**config.mk**
```make
export PLATFORM = sky130hd
export DESIGN_NAME = ex_stage_mem_reg
export DESIGN_NICKNAME = d
export VERILOG_FILES = /design/src/rtl/ex_stage_mem_reg.sv
export SDC_FILE = /design/constraint.sdc
export NUM_CORES = 1
export LEC_CHECK = 0
export CORE_MARGIN = 2
export CORE_UTILIZATION = 56
export DETAILED_ROUTE_END_ITERATION = 7
export PLACE_DENSITY = 0.82
export SLEW_MARGIN = 15
export SYNTH_ARGS = -nofsm -noshare
export SYNTH_HDL_FRONTEND = slang
export SYNTH_SLANG_ARGS = --single-unit
```
**constraint.sdc**
```tcl
create_clock -name CLK -period 5.48 [get_ports CLK]
set_input_delay 1.37 -clock CLK [delete_from_list [all_inputs] [get_ports CLK]]
set_output_delay 1.37 -clock CLK [all_outputs]
set_load 0.02 [all_outputs]
```
**src/rtl/ex_stage_mem_reg.sv**
```systemverilog
// Execute stage with EX/MEM pipeline register and a shift-add signed multiplier.
// All state updates on the falling edge of CLK; RST is synchronous and active-high.
module ex_stage_mem_reg #(
   parameter int unsigned MUL_CYCLES = 32
) (
   input  logic        CLK,
   input  logic        RST,
   input  logic        flush,
   input  logic        in_valid,
   input  logic [4:0]  Wreg_addr,
   input  logic [31:0] imm,
   input  logic [31:0] Rdata1,
   input  logic [31:0] Rdata2,
   input  logic [31:0] next_PC,
   input  logic        JtoPC,
   input  logic        Branch,
   input  logic        RegWrite,
   input  logic        ALUSrc,
   input  logic        MemWrite,
   input  logic        MemRead,
   input  logic        MemtoReg,
   input  logic [3:0]  ALUOp,
   output logic        ex_stall,
   output logic [31:0] alu_result_4,
   output logic [31:0] store_data_4,
   output logic [4:0]  Wreg_addr_4,
   output logic        RegWrite_4,
   output logic        MemWrite_4,
   output logic        MemRead_4,
   output logic        MemtoReg_4,
   output logic        JtoPC_4,
   output logic        br_taken_4,
   output logic [31:0] br_target_4,
   output logic        valid_4
);

   localparam logic [1:0] IDLE = 2'd0;
   localparam logic [1:0] RUN  = 2'd1;
   localparam logic [1:0] DONE = 2'd2;

   localparam logic [3:0] OP_AND = 4'b0000;
   localparam logic [3:0] OP_OR  = 4'b0001;
   localparam logic [3:0] OP_ADD = 4'b0010;
   localparam logic [3:0] OP_SUB = 4'b0110;
   localparam logic [3:0] OP_SLT = 4'b0111;
   localparam logic [3:0] OP_NOR = 4'b1100;
   localparam logic [3:0] OP_MUL = 4'b1000;

   localparam int unsigned CNT_W = (MUL_CYCLES > 1) ? $clog2(MUL_CYCLES) : 1;
   localparam logic [CNT_W-1:0] CNT_LAST = CNT_W'(MUL_CYCLES - 1);

   logic [1:0]       state_q, state_d;
   logic [CNT_W-1:0] cnt_q, cnt_d;
   logic [31:0]      acc_q, acc_d;
   logic [31:0]      mcand_q, mcand_d;
   logic [31:0]      mplier_q, mplier_d;
   logic             sign_q, sign_d;

   logic [31:0] alu_res_q, alu_res_d;
   logic [31:0] store_q, store_d;
   logic [4:0]  waddr_q, waddr_d;
   logic        regw_q, regw_d, memw_q, memw_d, memr_q, memr_d;
   logic        m2r_q, m2r_d, jtopc_q, jtopc_d, brt_q, brt_d, valid_q, valid_d;
   logic [31:0] brtgt_q, brtgt_d;

   logic        is_mul;
   logic        wr_real;
   logic [31:0] opb;
   logic [31:0] alu_out;
   logic [31:0] mag_a, mag_b;
   logic [31:0] mul_out;

   assign is_mul  = (ALUOp == OP_MUL);
   assign opb     = ALUSrc ? imm : Rdata2;
   assign mag_a   = Rdata1[31] ? (~Rdata1 + 32'd1) : Rdata1;
   assign mag_b   = Rdata2[31] ? (~Rdata2 + 32'd1) : Rdata2;
   assign mul_out = sign_q ? (~acc_q + 32'd1) : acc_q;

   assign ex_stall = (state_q == RUN) || ((state_q == IDLE) && in_valid && is_mul);

   always_comb begin
      alu_out = '0;
      case (ALUOp)
         OP_AND:  alu_out = Rdata1 & opb;
         OP_OR:   alu_out = Rdata1 | opb;
         OP_ADD:  alu_out = Rdata1 + opb;
         OP_SUB:  alu_out = Rdata1 - opb;
         OP_SLT:  alu_out = {31'd0, ($signed(Rdata1) < $signed(opb))};
         OP_NOR:  alu_out = ~(Rdata1 | opb);
         default: alu_out = '0;
      endcase
   end

   always_comb begin
      state_d  = state_q;
      cnt_d    = cnt_q;
      acc_d    = acc_q;
      mcand_d  = mcand_q;
      mplier_d = mplier_q;
      sign_d   = sign_q;
      wr_real  = 1'b0;
      case (state_q)
         IDLE: begin
            if (in_valid && is_mul) begin
               state_d  = RUN;
               mcand_d  = mag_a;
               mplier_d = mag_b;
               sign_d   = Rdata1[31] ^ Rdata2[31];
               acc_d    = '0;
               cnt_d    = '0;
            end else if (in_valid) begin
               wr_real = 1'b1;
            end
         end
         RUN: begin
            if (mplier_q[0]) acc_d = acc_q + mcand_q;
            mcand_d  = mcand_q << 1;
            mplier_d = mplier_q >> 1;
            cnt_d    = cnt_q + 1'b1;
            if (cnt_q == CNT_LAST) state_d = DONE;
         end
         DONE: begin
            wr_real = 1'b1;
            state_d = IDLE;
         end
         default: state_d = IDLE;
      endcase
      // flush overrides both a pending DONE write and a new issue
      if (flush) begin
         state_d = IDLE;
         cnt_d   = '0;
         wr_real = 1'b0;
      end
   end

   always_comb begin
      alu_res_d = '0;
      store_d   = '0;
      waddr_d   = '0;
      regw_d    = 1'b0;
      memw_d    = 1'b0;
      memr_d    = 1'b0;
      m2r_d     = 1'b0;
      jtopc_d   = 1'b0;
      brt_d     = 1'b0;
      brtgt_d   = '0;
      valid_d   = 1'b0;
      if (wr_real) begin
         alu_res_d = (state_q == DONE) ? mul_out : alu_out;
         store_d   = Rdata2;
         waddr_d   = Wreg_addr;
         regw_d    = RegWrite;
         memw_d    = MemWrite;
         memr_d    = MemRead;
         m2r_d     = MemtoReg;
         jtopc_d   = JtoPC;
         brt_d     = Branch && (Rdata1 == Rdata2);
         brtgt_d   = next_PC + {imm[29:0], 2'b00};
         valid_d   = 1'b1;
      end
   end

   always_ff @(negedge CLK) begin
      if (RST) begin
         state_q   <= IDLE;
         cnt_q     <= '0;
         acc_q     <= '0;
         mcand_q   <= '0;
         mplier_q  <= '0;
         sign_q    <= 1'b0;
         alu_res_q <= '0;
         store_q   <= '0;
         waddr_q   <= '0;
         regw_q    <= 1'b0;
         memw_q    <= 1'b0;
         memr_q    <= 1'b0;
         m2r_q     <= 1'b0;
         jtopc_q   <= 1'b0;
         brt_q     <= 1'b0;
         brtgt_q   <= '0;
         valid_q   <= 1'b0;
      end else begin
         state_q   <= state_d;
         cnt_q     <= cnt_d;
         acc_q     <= acc_d;
         mcand_q   <= mcand_d;
         mplier_q  <= mplier_d;
         sign_q    <= sign_d;
         alu_res_q <= alu_res_d;
         store_q   <= store_d;
         waddr_q   <= waddr_d;
         regw_q    <= regw_d;
         memw_q    <= memw_d;
         memr_q    <= memr_d;
         m2r_q     <= m2r_d;
         jtopc_q   <= jtopc_d;
         brt_q     <= brt_d;
         brtgt_q   <= brtgt_d;
         valid_q   <= valid_d;
      end
   end

   assign alu_result_4 = alu_res_q;
   assign store_data_4 = store_q;
   assign Wreg_addr_4  = waddr_q;
   assign RegWrite_4   = regw_q;
   assign MemWrite_4   = memw_q;
   assign MemRead_4    = memr_q;
   assign MemtoReg_4   = m2r_q;
   assign JtoPC_4      = jtopc_q;
   assign br_taken_4   = brt_q;
   assign br_target_4  = brtgt_q;
   assign valid_4      = valid_q;

endmodule
```
==> flow_summary_export.csv, run 1 <==
group,metric,value,unit
floorplan,rows,63,
synthesis,simple_gate_share_of_the_synthesized_area,17.8,%
clock_network,ctsRootBufferMaster,"sky130_fd_sc_hd__clkbuf_16",
grt,grt_max_degree,83,
clock_network,numClockSinks,212,
synthesis,netlist.area_leader.share,24.9,%
placed_design,placedInstanceArea,24300,sq um
synthesis,post_synth.cell_area_avg,7.88,sq um
synthesis,syn-cell-area,17000,sq um
synthesis,synth_cell_types,73,
clock_network,h_tree_depth,1,
grt,globalRouteTotalUtil,86.3,%
run_status,stop_error,"[ERROR GRT-0116] Global routing finished with congestion. Check the congestion regions in the DRC Viewer.",
synthesis,adder_cell_area_share_of_the_yosys_netlist,13.2,%
clock_network,cts_max_path_buffers,3,
floorplan,floorplan.die.width,178,um
synthesis,synthArstFlopShare,0,%
synthesis,synth_mux_area_share,2.36,%
grt,grt_pass1_wl,212,mm
synthesis,synth_top_family_by_area,"compound AO/OA/AOI/OAI gates",
grt,grt_overflow,759,
run_status,outcome,"stopped before the end",
synthesis,synthTopCellsByCount,"sky130_fd_sc_hd__dfxtp_1, sky130_fd_sc_hd__a21oi_1, sky130_fd_sc_hd__nor2_1",
synthesis,ys_top_cells_by_area,"sky130_fd_sc_hd__dfxtp_1, sky130_fd_sc_hd__ha_1, sky130_fd_sc_hd__xnor2_1, sky130_fd_sc_hd__a21oi_1, sky130_fd_sc_hd__nor2_1",
placed_design,place.detailed.hpwl,58.5,mm
synthesis,yosysWarningCount,0,
synthesis,yosys_most_used_dff,"sky130_fd_sc_hd__dfxtp_1",
synthesis,yosys.area_share.xor_xnor,10.4,%
synthesis,synth_sequential_area_ratio,24.9,%
clock_network,tritoncts_buffers,27,
clock_network,post_cts_hold_fix_bufs,0,
synthesis,post_synth_inst_count,2163,
synthesis,syn_nets,2488,
floorplan,fp.dieH,178,um
synthesis,dominant_cell_by_count_in_the_synthesized_netlist,"sky130_fd_sc_hd__dfxtp_1",
synthesis,yosys.area.top_type,"sky130_fd_sc_hd__dfxtp_1",
grt,via_count_of_the_first_global_routing_pass,31500,
synthesis,synth-seq-cells,212,
placed_design,gpl.final_weighted_congestion,1.05,
floorplan,initial_utilization,57.2,%
synthesis,synth-compound-area-share,26.1,%
floorplan,design.portCount,257,
placed_design,port_buffers,256,
run_status,lastStage,"global routing (5_1_grt)",
synthesis,synth-edff-count,0,
-- timing repair --
action	CTS
resized for setup	649
gates cloned	1
endpoints found under the setup margin	315
setup buffers	76
pin swaps	222
-- cell families after synthesis --
kind of cell	Yosys count
xor+xnor	203
fa+ha+maj	177
buf+inv	238
compound gates	673
flops	212
simple gates	620
mux	40
-- metal layers --
| layer | overflow | track usage [%] |
|---|---|---|
| met1 | 10 | 81.0 |
| met2 | 478 | 103 |
| met3 | 16 | 74.9 |
| met4 | 252 | 93.1 |
| met5 | 3 | 44.4 |
-- metrics by stage --
| step | worst slack [ps] | cells | util (%) | hold slack [ps] |
|---|---|---|---|---|
| after CTS | -1400 | 3531 | 94.7 | 485 |
| after floorplan | -1550 | 2163 | - | 432 |
| after global placement | -2200 | 3201 | 81.6 | 440 |
| after detailed placement | -2280 | 3201 | 81.6 | 466 |
==> run 2: changes to the inputs <==
--- a/config.mk
+++ b/config.mk
@@ -6,9 +6,9 @@
 export NUM_CORES = 1
 export LEC_CHECK = 0
 export CORE_MARGIN = 2
-export CORE_UTILIZATION = 56
+export CORE_UTILIZATION = 40
 export DETAILED_ROUTE_END_ITERATION = 7
-export PLACE_DENSITY = 0.82
+export PLACE_DENSITY_LB_ADDON = 0.15
 export SLEW_MARGIN = 15
 export SYNTH_ARGS = -nofsm -noshare
 export SYNTH_HDL_FRONTEND = slang
==> run 2 against run 1 <==
  * The flow now finishes, with violations (negative setup slack)
  * Area after synthesis unchanged
  * Synthesized cell count unchanged
==> flow_summary_export.csv, run 2 <==
group,metric,value,unit
run_status,outcome,"complete, but fails checks",
run_status,failed_checks,"negative setup slack",
grt,grt_pass1_wl,121,mm
pwr,p_leak,14.0,nW
sta,post-route-worst-setup-slack,-1260,ps
route,drt-total-wl,82.1,mm
route,drt_pre_antenna_iters,5,
route,antenna_left,0,
floorplan,initial_utilization,40.6,%
route,wl_per_cell,21.9,um
critical_path,cp.required,3290,ps
clock_network,cts_tree,"yes",
cells_and_area,layout_commonest_cell,"sky130_fd_sc_hd__buf_4",
floorplan,rows,75,
floorplan,design.portCount,257,
clock_network,ctsRootBufferMaster,"sky130_fd_sc_hd__clkbuf_16",
critical_path,crit_chain,"buf_12 -> buf_8 -> buf_6 -> nand2_2 -> o21a_4 -> ha_4 -> a211o_1 -> a311oi_4 -> a211oi_4 -> buf_4 -> o21ai_4 -> a31oi_4 -> a31o_4 -> or4b_4 -> a21oi_4 -> a41oi_2 -> o22ai_1",
critical_path,worst_path_largest_cell_delay,490,ps
critical_path,timing.setup.critical_path_class,"primary input to flip-flop",
route,first_iter_violations,1714,
grt,globalRouteTotalUtil,35.5,%
critical_path,crit_path_top_delay_cell,"sky130_fd_sc_hd__or4b_4",
synthesis,yosys.area.top_type,"sky130_fd_sc_hd__dfxtp_1",
sta,rsz_0062_raised_after_global_routing,"true",
synthesis,post_synth_inst_count,2163,
floorplan,core_area,42000,sq um
sta,worst_slew_pin_slew,828,ps
cells_and_area,num-nets-final,3500,
pwr,vdd_drop_max,0.287,mV
synthesis,yosys_most_used_dff,"sky130_fd_sc_hd__dfxtp_1",
floorplan,fp.dieArea,44300,sq um
clock_network,h_tree_depth,1,
sta,maxSlewViolCount,0,
critical_path,worst_ep_arrival_time,4550,ps
critical_path,cp_top_family,"compound AO/OA/AOI/OAI gates",
grt,met2_demand_to_capacity_share_in_global_routing,55.4,%
sta,totalNegativeSetupSlack,-61220,ps
synthesis,netlist.area_leader.share,24.9,%
clock_network,post_cts_hold_fix_bufs,0,
sta,finalClockSkew,39.1,ps
pwr,pwr_density_cell,209,nW/um^2
grt,grt_antenna_before_repair,7,
sta,finalHoldViolCount,0,
synthesis,synth-seq-cells,212,
synthesis,synth_cell_types,73,
worst_hold_path,hold_class,"flip-flop to flip-flop",
cells_and_area,fin_util,70.0,%
placed_design,place.detailed.hpwl,60.9,mm
placed_design,port_buffers,256,
floorplan,floorplan.die.width,210,um
clock_network,clock_latency,660,ps
critical_path,cp_num_buf_inv,4,
sta,timing.final.setup_violations,89,
cells_and_area,commonest_cells_after_routing_fill_and_taps_aside,"sky130_fd_sc_hd__buf_4, sky130_fd_sc_hd__inv_1, sky130_fd_sc_hd__dfxtp_1",
synthesis,yosysWarningCount,0,
route,drc,0,
grt,most_used_layer_global_route,"met2",
clock_network,worst_setup_hold_path_clk_slew,30,ps
grt,grt_overflow,0,
sta,slew_headroom,44.8,%
synthesis,syn-cell-area,17000,sq um
job,drv_cap,0,
floorplan,fp.dieH,210,um
synthesis,dominant_cell_by_count_in_the_synthesized_netlist,"sky130_fd_sc_hd__dfxtp_1",
synthesis,syn_nets,2488,
synthesis,synth_sequential_area_ratio,24.9,%
critical_path,crit_path_end_kind,"flip-flop",
placed_design,gpl.final_weighted_congestion,0.988,
synthesis,synth-edff-count,0,
grt,via_count_of_the_first_global_routing_pass,21400,
clock_network,cts_max_path_buffers,3,
grt,use_met3,8.09,%
critical_path,setup.worst_path.start_class,"primary input",
synthesis,ys_top_cells_by_area,"sky130_fd_sc_hd__dfxtp_1, sky130_fd_sc_hd__ha_1, sky130_fd_sc_hd__xnor2_1, sky130_fd_sc_hd__a21oi_1, sky130_fd_sc_hd__nor2_1",
route,vias,21300,
grt,grt_max_degree,70,
clock_network,numClockSinks,212,
synthesis,synthArstFlopShare,0,%
route,viasPerCell,5.69,
clock_network,tritoncts_buffers,28,
cells_and_area,post_route_cells_drive_above_1_share,36.1,%
grt,met1_resource_use_gr,45.2,%
synthesis,synthTopCellsByCount,"sky130_fd_sc_hd__dfxtp_1, sky130_fd_sc_hd__a21oi_1, sky130_fd_sc_hd__nor2_1",
synthesis,post_synth.cell_area_avg,7.88,sq um
critical_path,largest_fanout_on_the_critical_path,5,
cells_and_area,area_growth,72.7,%
run 2: cell counts after synthesis:
Identical to the previous run, type by type.
run 2: path summary, 6_finish.rpt:
| path | startpoint | endpoint | slack (ps) | depth (start not counted) |
|---|---|---|---|---|
| setup / recovery | ALUSrc | alu_result_4[31] | -1260 | 17 |
| hold / removal | cnt_q[3] | cnt_q[3] | 470 | 2 |
| setup reg to reg | acc_q[1] | acc_q[31] | 1850 | 11 |
| hold reg to reg | cnt_q[3] | cnt_q[3] | 470 | 2 |
run 2: cell type report:
type | count | area [sq um]
Antenna cell | 4 | 10.0
Clock buffer | 28 | 701
Inverter | 121 | 465
Tap cell | 539 | 674
Clock inverter | 235 | 983
Sequential cell | 212 | 4250
Fill cell | 3404 | 12600
Timing Repair Buffer | 887 | 7650
Multi-Input combinational cell | 1713 | 14700
run 2: kinds of logic (layout without fill, tap and decap cells):
logic type / after synthesis / after routing / share of synthesized area, %
simple gates: 620 / 620 / 17.8
other cells: 0 / 4 / 0
mux: 40 / 40 / 2.36
fa+ha+maj: 177 / 177 / 13.2
buf+inv: 238 / 1271 / 5.25
flops: 212 / 212 / 24.9
compound gates: 673 / 673 / 26.1
xor+xnor: 203 / 203 / 10.4
run 2: timing repair:
item	in CTS	in global routing
buffers inserted	70	44
pin swaps	222	197
resized for setup	599	231
hold endpoints to repair	0	0
cloned	3	0
setup endpoints to repair	319	113
run 2: worst reg2reg max path, delay by kind of cell (launching register included):
kind	cells	cell delay, ps
xor gates and xnor gates	1	220
DFF	1	510
AOI/OAI and AO/OA	9	2520
adders and majority gates	1	320
run 2: per-layer routing:
layer,routed length [um],part of all wire (%),vias up
li1,-,-,9811
met1,33900,41,10200
met2,37100,45,976
met3,6550,8.0,237
met4,4550,5.5,2
met5,13,0.016,-
run 2: per-stage QoR:
stage | instance area (sq um) | std cells | hold slack (ps) | setup slack (ps) | power, mW
floorplan | 18000 | 2163 | 432 | -1550 | 2.70
global placement | 24800 | 3386 | 445 | -2280 | 3.55
detailed placement | 24800 | 3386 | 461 | -2240 | 3.56
CTS | 28300 | 3710 | 472 | -1330 | 6.00
global route | 29400 | 3739 | 488 | -1330 | 6.50
finish | 29400 | 3739 | 470 | -1260 | 6.17
run 2: power by group:
part           switching, mW  total (mW)  internal [mW]
combinational           1.08        2.12           1.04
sequential            0.0122        1.59           1.58
clock                   1.22        2.45           1.23
No activity file was read; power rests on OpenSTA's default activity.
